## config.mk

```make
export PLATFORM = sky130hd
export DESIGN_NAME = busarb_rr
export DESIGN_NICKNAME = d
export VERILOG_FILES = /design/src/rtl/busarb_rr.sv
export SDC_FILE = /design/constraint.sdc
export NUM_CORES = 1
export LEC_CHECK = 0
export BUFFER_PORTS_ARGS = -buffer_cell sky130_fd_sc_hd__buf_2
export CAP_MARGIN = 5
export CORE_UTILIZATION = 48
export CTS_CLUSTER_SIZE = 40
export DETAILED_ROUTE_END_ITERATION = 10
export PLACE_DENSITY = 0.8
export RECOVER_POWER = 25
export SYNTH_ARGS = -nofsm -noshare
export SYNTH_HDL_FRONTEND = slang
export SYNTH_SLANG_ARGS = --single-unit
```

## constraint.sdc

```tcl
create_clock -name clk -period 1.8 [get_ports clk]
set_input_delay 0.18 -clock clk [delete_from_list [all_inputs] [get_ports clk]]
set_output_delay 0.18 -clock clk [all_outputs]
set_load 0.005 [all_outputs]
```

## src/rtl/busarb_rr.sv

```systemverilog
// Round-robin arbiter for three bus masters with registered one-hot grants.
// Each grant has a bounded tenure, and every ownership change passes through a dead turnaround cycle.
module busarb_rr #(
  parameter int NREQ     = 3,
  parameter int MAX_HOLD = 8
) (
  input  logic            clk,
  input  logic            rst,
  input  logic [NREQ-1:0] req,
  input  logic [NREQ-1:0] done,
  output logic [NREQ-1:0] gnt,
  output logic [1:0]      owner,
  output logic            busy,
  output logic            timeout
);

  localparam int CW = $clog2(MAX_HOLD + 1);

  typedef enum logic [1:0] {IDLE, GRANT, TURN} state_t;

  state_t        state_reg;
  logic [CW-1:0] cnt_reg;
  logic [1:0]    ptr_reg;

  // Search ptr+1, ptr+2, ptr+3 (mod NREQ); walk farthest-first so the nearest requester wins.
  function automatic logic [2:0] pick_next(input logic [1:0] p, input logic [NREQ-1:0] r);
    logic [2:0] res;
    logic [1:0] idx;
    res = 3'b000;
    for (int k = NREQ; k >= 1; k--) begin
      idx = 2'((int'(p) + k) % NREQ);
      if (r[idx]) res = {1'b1, idx};
    end
    return res;
  endfunction

  logic [2:0] pick;
  logic       owner_req;
  logic       owner_done;
  logic       hit_max;
  logic       release_now;

  always_comb begin
    pick        = pick_next(ptr_reg, req);
    owner_req   = req[owner];
    owner_done  = done[owner];
    hit_max     = (cnt_reg == CW'(MAX_HOLD));
    release_now = !owner_req || owner_done || hit_max;
  end

  always_ff @(posedge clk or posedge rst) begin
    if (rst) begin
      state_reg <= IDLE;
      gnt       <= '0;
      owner     <= 2'd0;
      busy      <= 1'b0;
      timeout   <= 1'b0;
      cnt_reg   <= '0;
      ptr_reg   <= 2'd2;
    end else begin
      timeout <= 1'b0;
      case (state_reg)
        IDLE, TURN: begin
          if (pick[2]) begin
            gnt       <= NREQ'(1) << pick[1:0];
            owner     <= pick[1:0];
            busy      <= 1'b1;
            cnt_reg   <= CW'(1);
            state_reg <= GRANT;
          end else begin
            gnt       <= '0;
            busy      <= 1'b0;
            state_reg <= IDLE;
          end
        end
        GRANT: begin
          if (release_now) begin
            gnt       <= '0;
            busy      <= 1'b0;
            ptr_reg   <= owner;
            cnt_reg   <= '0;
            state_reg <= TURN;
            // A voluntary release (req low or done) on the final cycle is not a timeout.
            timeout   <= hit_max && owner_req && !owner_done;
          end else if (!hit_max) begin
            cnt_reg <= cnt_reg + CW'(1);
          end
        end
        default: begin
          gnt       <= '0;
          busy      <= 1'b0;
          state_reg <= IDLE;
        end
      endcase
    end
  end

endmodule

```

== After elaboration in Yosys (flattened, before gate mapping) ==
Cells that the tools add are included.

* Word-level logic and storage cells: 65
* Register bits after elaboration: 15
* Output and inout port bits: 7
* Input port bits: 8

* Mux-type cells: 28
* Shift operators: 1
* Equality and inequality tests: 6
* Div/mod/pow operators: 3
* Order comparisons: 4
* $add $sub $neg: 4
* Reductions and logical operators: 12

{| class="wikitable"
|+ Operators by type and width
! kind !! number
|-
| remainder unit 32 x 3 -> 32 bit, second input constant || 3
|-
| 2-to-1 mux 3 bit || 5
|-
| < comparator 2 x 3 -> 1 bit, second input constant || 4
|-
| 2-to-1 mux 4 bit || 3
|-
| binary-select mux 1 bit (select 2 bit) || 5
|-
| 2-to-1 mux 1 bit || 10
|-
| one-hot mux 4 bit (2 select lines) || 1
|-
| adder 2 x 2 -> 3 bit, second input constant || 2
|-
| one-hot mux 3 bit (2 select lines) || 1
|-
| adder 4 x 1 -> 4 bit, second input constant || 1
|-
| equality test 4 bit, second input constant || 1
|-
| inequality test 2 bit, second input constant || 2
|-
| one-hot mux 2 bit (2 select lines) || 1
|-
| AND reduction 2 bit || 2
|-
| adder 2 x 1 -> 3 bit, second input constant || 1
|-
| inequality test 3 bit, second input constant || 1
|-
| AND reduction 3 bit || 1
|-
| << shifter 1 x 2 -> 3 bit, first input constant || 1
|-
| equality test 2 x 1 -> 1 bit, second input constant || 1
|-
| equality test 2 bit, second input constant || 1
|-
| logical AND 1 bit || 2
|-
| zero test 1 bit || 2
|-
| zero test 2 bit || 1
|-
| logical OR 1 bit || 2
|-
| other kinds (4) || 4
|}

== Longest topological paths before layout ==
* Depth in word-level cells: 10
* Mapped depth: 8
* Depth with buffers taken out: 7

== Least setup slack after synthesis ==
Ideal clock, no wire load.

* Path kind: reg-to-reg
* From: register ptr_reg[1]
* To: register cnt_reg[1]
* Path buffers: 1
* Cell stages (with the launch flop): 8
* Arrival time: 1.744 ns
* Slack: -0.066 ns
* Setup time: 0.122 ns
* Period minus slack after synthesis: 1.866 ns
* Cell sequence: dfstp_2 -> inv_1 -> ha_1 -> buf_4 -> a21bo_2 -> a22o_1 -> a41o_1 -> a32o_1

* Longest elaborated chain between the ends: 9

{| class="wikitable"
|+ RTL lines
! what !! RTL line !! text
|-
| start, declared || 23 || <nowiki>logic [1:0] ptr_reg;</nowiki>
|-
| start signal, assigned || 80 || <nowiki>ptr_reg <= owner;</nowiki>
|-
| adder 2 x 2 -> 3 bit || 31 || <nowiki>idx = 2'((int'(p) + k) % NREQ);</nowiki>
|-
| remainder unit 32 x 3 -> 32 bit || 31 ||
|-
| binary-select mux 1 bit (select 2 bit) || 32 || <nowiki>if (r[idx]) res = {1'b1, idx};</nowiki>
|-
| 2-to-1 mux 1 bit (implied by the code) || 32 ||
|-
| 2-to-1 mux 3 bit (2 in a row) || 32 ||
|-
| 2-to-1 mux 3 bit * || 32 ||
|-
| inequality test 2 bit (no source line) * || -- ||
|-
| AND reduction 3 bit (no source line) * || -- ||
|-
| end signal, assigned || 86 || <nowiki>cnt_reg <= cnt_reg + CW'(1);</nowiki>
|-
| end, declared || 22 || <nowiki>logic [CW-1:0] cnt_reg;</nowiki>
|}

Mark *: on every way between the ends. The rest lies on a longest branch, timed or not. The select of a mux whose other input is x is not followed.
A chain may end at the register's enable or synchronous reset.

== Worst setup path after layout ==
Ends and elaborated chain as after synthesis.

==> results.ini <==
[status]
status=complete, but fails checks
failed_checks=negative setup slack

[global_routing]
grt_pass1_wl_um=2932
grt_pass1_vias=706
antenna_found_initial=0
grt_max_degree=15
grt_use_total_pct=20.60
globalRouteOverflowTotal=0

[floorplan]
dieArea_um2=1983
coreArea_um2=1708
die_w_um=44.53
fp-row-count=15
dieHeight_um=44.53
initial_core_util_pct=50.84
ios=15

[power_and_ir_drop]
ir_worst_vdd_mv=1.028
finalPower_mw=1.674
p_leak_nw=0.5072
cellPowerDensity_nw_per_um2=1591

[timing]
rsz0062_at_grt=true
period_share_pct=101.1
finalSetupViolations=2
finalMaxSlewViolations=0
finalHoldViolations=0
max_freq_mhz=549.7
holdWs_ns=0.2423
slew-limit-headroom_pct=65.07
finalCriticalPeriod_ns=1.819
tightest_slew_ns=0.5234
skew_ns=0.0003852
worst_slack_ns=-0.01905

[worst_setup_path]
start_kind=register
r2r-start=ptr_reg[1]$_DFFE_PP1P_
endpoint_kind=register
r2r_slack_ns=-0.02
critPathArrivalTime_ns=1.99
worstPathMaxFanout=7
startpoint=ptr_reg[1]$_DFFE_PP1P_
rr_worst_depth=4
crit_type=register to register
endpoint=cnt_reg[1]$_DFFE_PP0P_
cp.required_ns=1.97
r2r_end=cnt_reg[1]$_DFFE_PP0P_

[drt]
wl_um=1747
wl_per_cell_um=12.94
routed_via_density=5.185
first_pass_iters=4
vias=700
drc_errors=0
postRouteAntennaNets=0
drt_iter0_markers=8

[place]
placed_cells=130
port_buffers=14
dp_slack_ns=-0.1017
dpl.hpwl_um=1331
place_congestion=0.7858

[clock_tree]
clk_pin_slew_worst_paths_ns=0.08
ctsRootBufferMaster=clkbuf_4
clk_latency_ns=0.28
clock_path_buffers=2
numCtsBuffers=3
cts_tree=built
cts.sinks=14
cts_max_level=1

[cells_and_area]
final_cell_mix=buf_2, dfrtp_1, nand2_1
fillCellCount=153
nets=124
final_common_cell=buf_2
largest_reg_flops=4
layout-drive-gt1-share_pct=32.73
n_antenna_cell=0
area_growth_pct=21.18
fin_util_pct=61.61
final_cells=135

[job]
maxCapViolCount=0

[synthesis]
yosysTopAreaCellShare_pct=37.46
synth_area_um2=868.3
postSynthAreaPerCell_um2=9.542
synth_top_cell_by_area=dfrtp_1
ys_seq_area_share_pct=40.49
ys_top_cells_by_area=dfrtp_1, ha_1, nand2b_1
yosysUniqueCellTypes=36
syn_inst=91
synth-seq-cells=14
yosys_warnings=0
syn-num-nets=104

[hold_path]
hp-class=input pin to register

## Yosys cell counts, drive strengths merged
| cell type | n |
|---|---|
| nor2b | 3 |
| nand2b | 5 |
| and3 | 2 |
| o21ai | 6 |
| a21oi | 2 |
| a211o | 1 |
| nor2 | 5 |
| a31oi | 1 |
| nor3 | 1 |
| dfrtp | 13 |
| a22oi | 2 |
| nand3b | 3 |
| o31ai | 1 |
| mux2i | 3 |
| dfstp | 1 |
| a32o | 1 |
| a21bo | 1 |
| buf | 2 |
| or2 | 2 |
| nand3 | 6 |
| a22o | 1 |
| nand2 | 7 |
| or4 | 1 |
| a21o | 2 |
| a41o | 1 |
| clkbuf | 1 |
| inv | 8 |
| ha | 5 |
| nor3b | 1 |
| a211oi | 2 |
| mux2 | 1 |
## logic make-up (layout without fill, tap and decap cells)
kind of cell,Yosys count,count (layout),share of synthesized area (%)
simple gates,36,36,22.34
mux,4,4,4.755
flops,14,14,40.49
compound gates,21,21,19.16
buf+inv,11,30,6.052
fa+ha+maj,5,5,7.205
## per-layer routing
metal / vias to the layer above / track usage, % / part of all wire [%]
li1: 357 / - / -
met1: 317 / 26.67 / 48
met2: 22 / 31.47 / 46
met3: 4 / 7.755 / 4.6
met4: 0 / 7.273 / 1.8
met5: - / 0 / 0
## through the flow
stage | setup TNS, ns | instance area (µm²)
after floorplan | 0 | 884.6
after global placement | -0.01367 | 982.2
after detailed placement | -0.4714 | 982.2
after CTS | -0.01298 | 1040
after global routing | -0.3165 | 1052
final | -0.02275 | 1052
## worst max-delay path: stages (launching register included)
cell	delay [ns]
dfstp_2	0.56
ha_2	0.30
or2_2	0.32
a41o_4	0.32
a32o_1	0.22
## area by class of cell
| type | count | area, µm² | share of cell area [%] |
|---|---|---|---|
| clock buffers | 4 | 36.28 | 3.448 |
| inverters | 8 | 30.03 | 2.854 |
| multi-input cells | 66 | 500.5 | 47.56 |
| flip-flops and latches | 14 | 351.6 | 33.41 |
| well taps | 25 | 31.28 | 2.973 |
| repair buffers | 18 | 102.6 | 9.750 |
## where the power goes
group / switching, mW / internal, mW / leakage [nW]
sequential: 0.105 / 0.432 / 0.179
combinational: 0.483 / 0.435 / 0.307
clock: 0.0962 / 0.123 / 0.0210
## worst min-delay path by stage
| stage | slack (ns) | startpoint | cells past startpoint | end |
|---|---|---|---|---|
| 6_report | 0.24 | done[2] | 4 | timeout$_DFF_PP0_ |
| 5_1_grt | 0.25 | done[2] | 4 | timeout$_DFF_PP0_ |
| 4_1_cts | 0.24 | done[2] | 4 | timeout$_DFF_PP0_ |
| 3_5_place_dp | 0.24 | rst | 2 | owner[1]$_DFFE_PP0P_ |
| 3_3_place_gp | 0.24 | rst | 2 | owner[1]$_DFFE_PP0P_ |
| 2_1_floorplan | 0.07 | rst | 1 | cnt_reg[0]$_DFFE_PP0P_ |
## repair_timing
item | 4_1_cts | 5_1_grt
setup buffers | 0 | 0
pin swaps | 2 | 2
hold buffers | 1 | 0
resized for setup | 3 | 3
setup endpoints to repair | 7 | 8
endpoints found under the hold margin | 13 | 0
No activity file was read; power rests on OpenSTA's default activity.
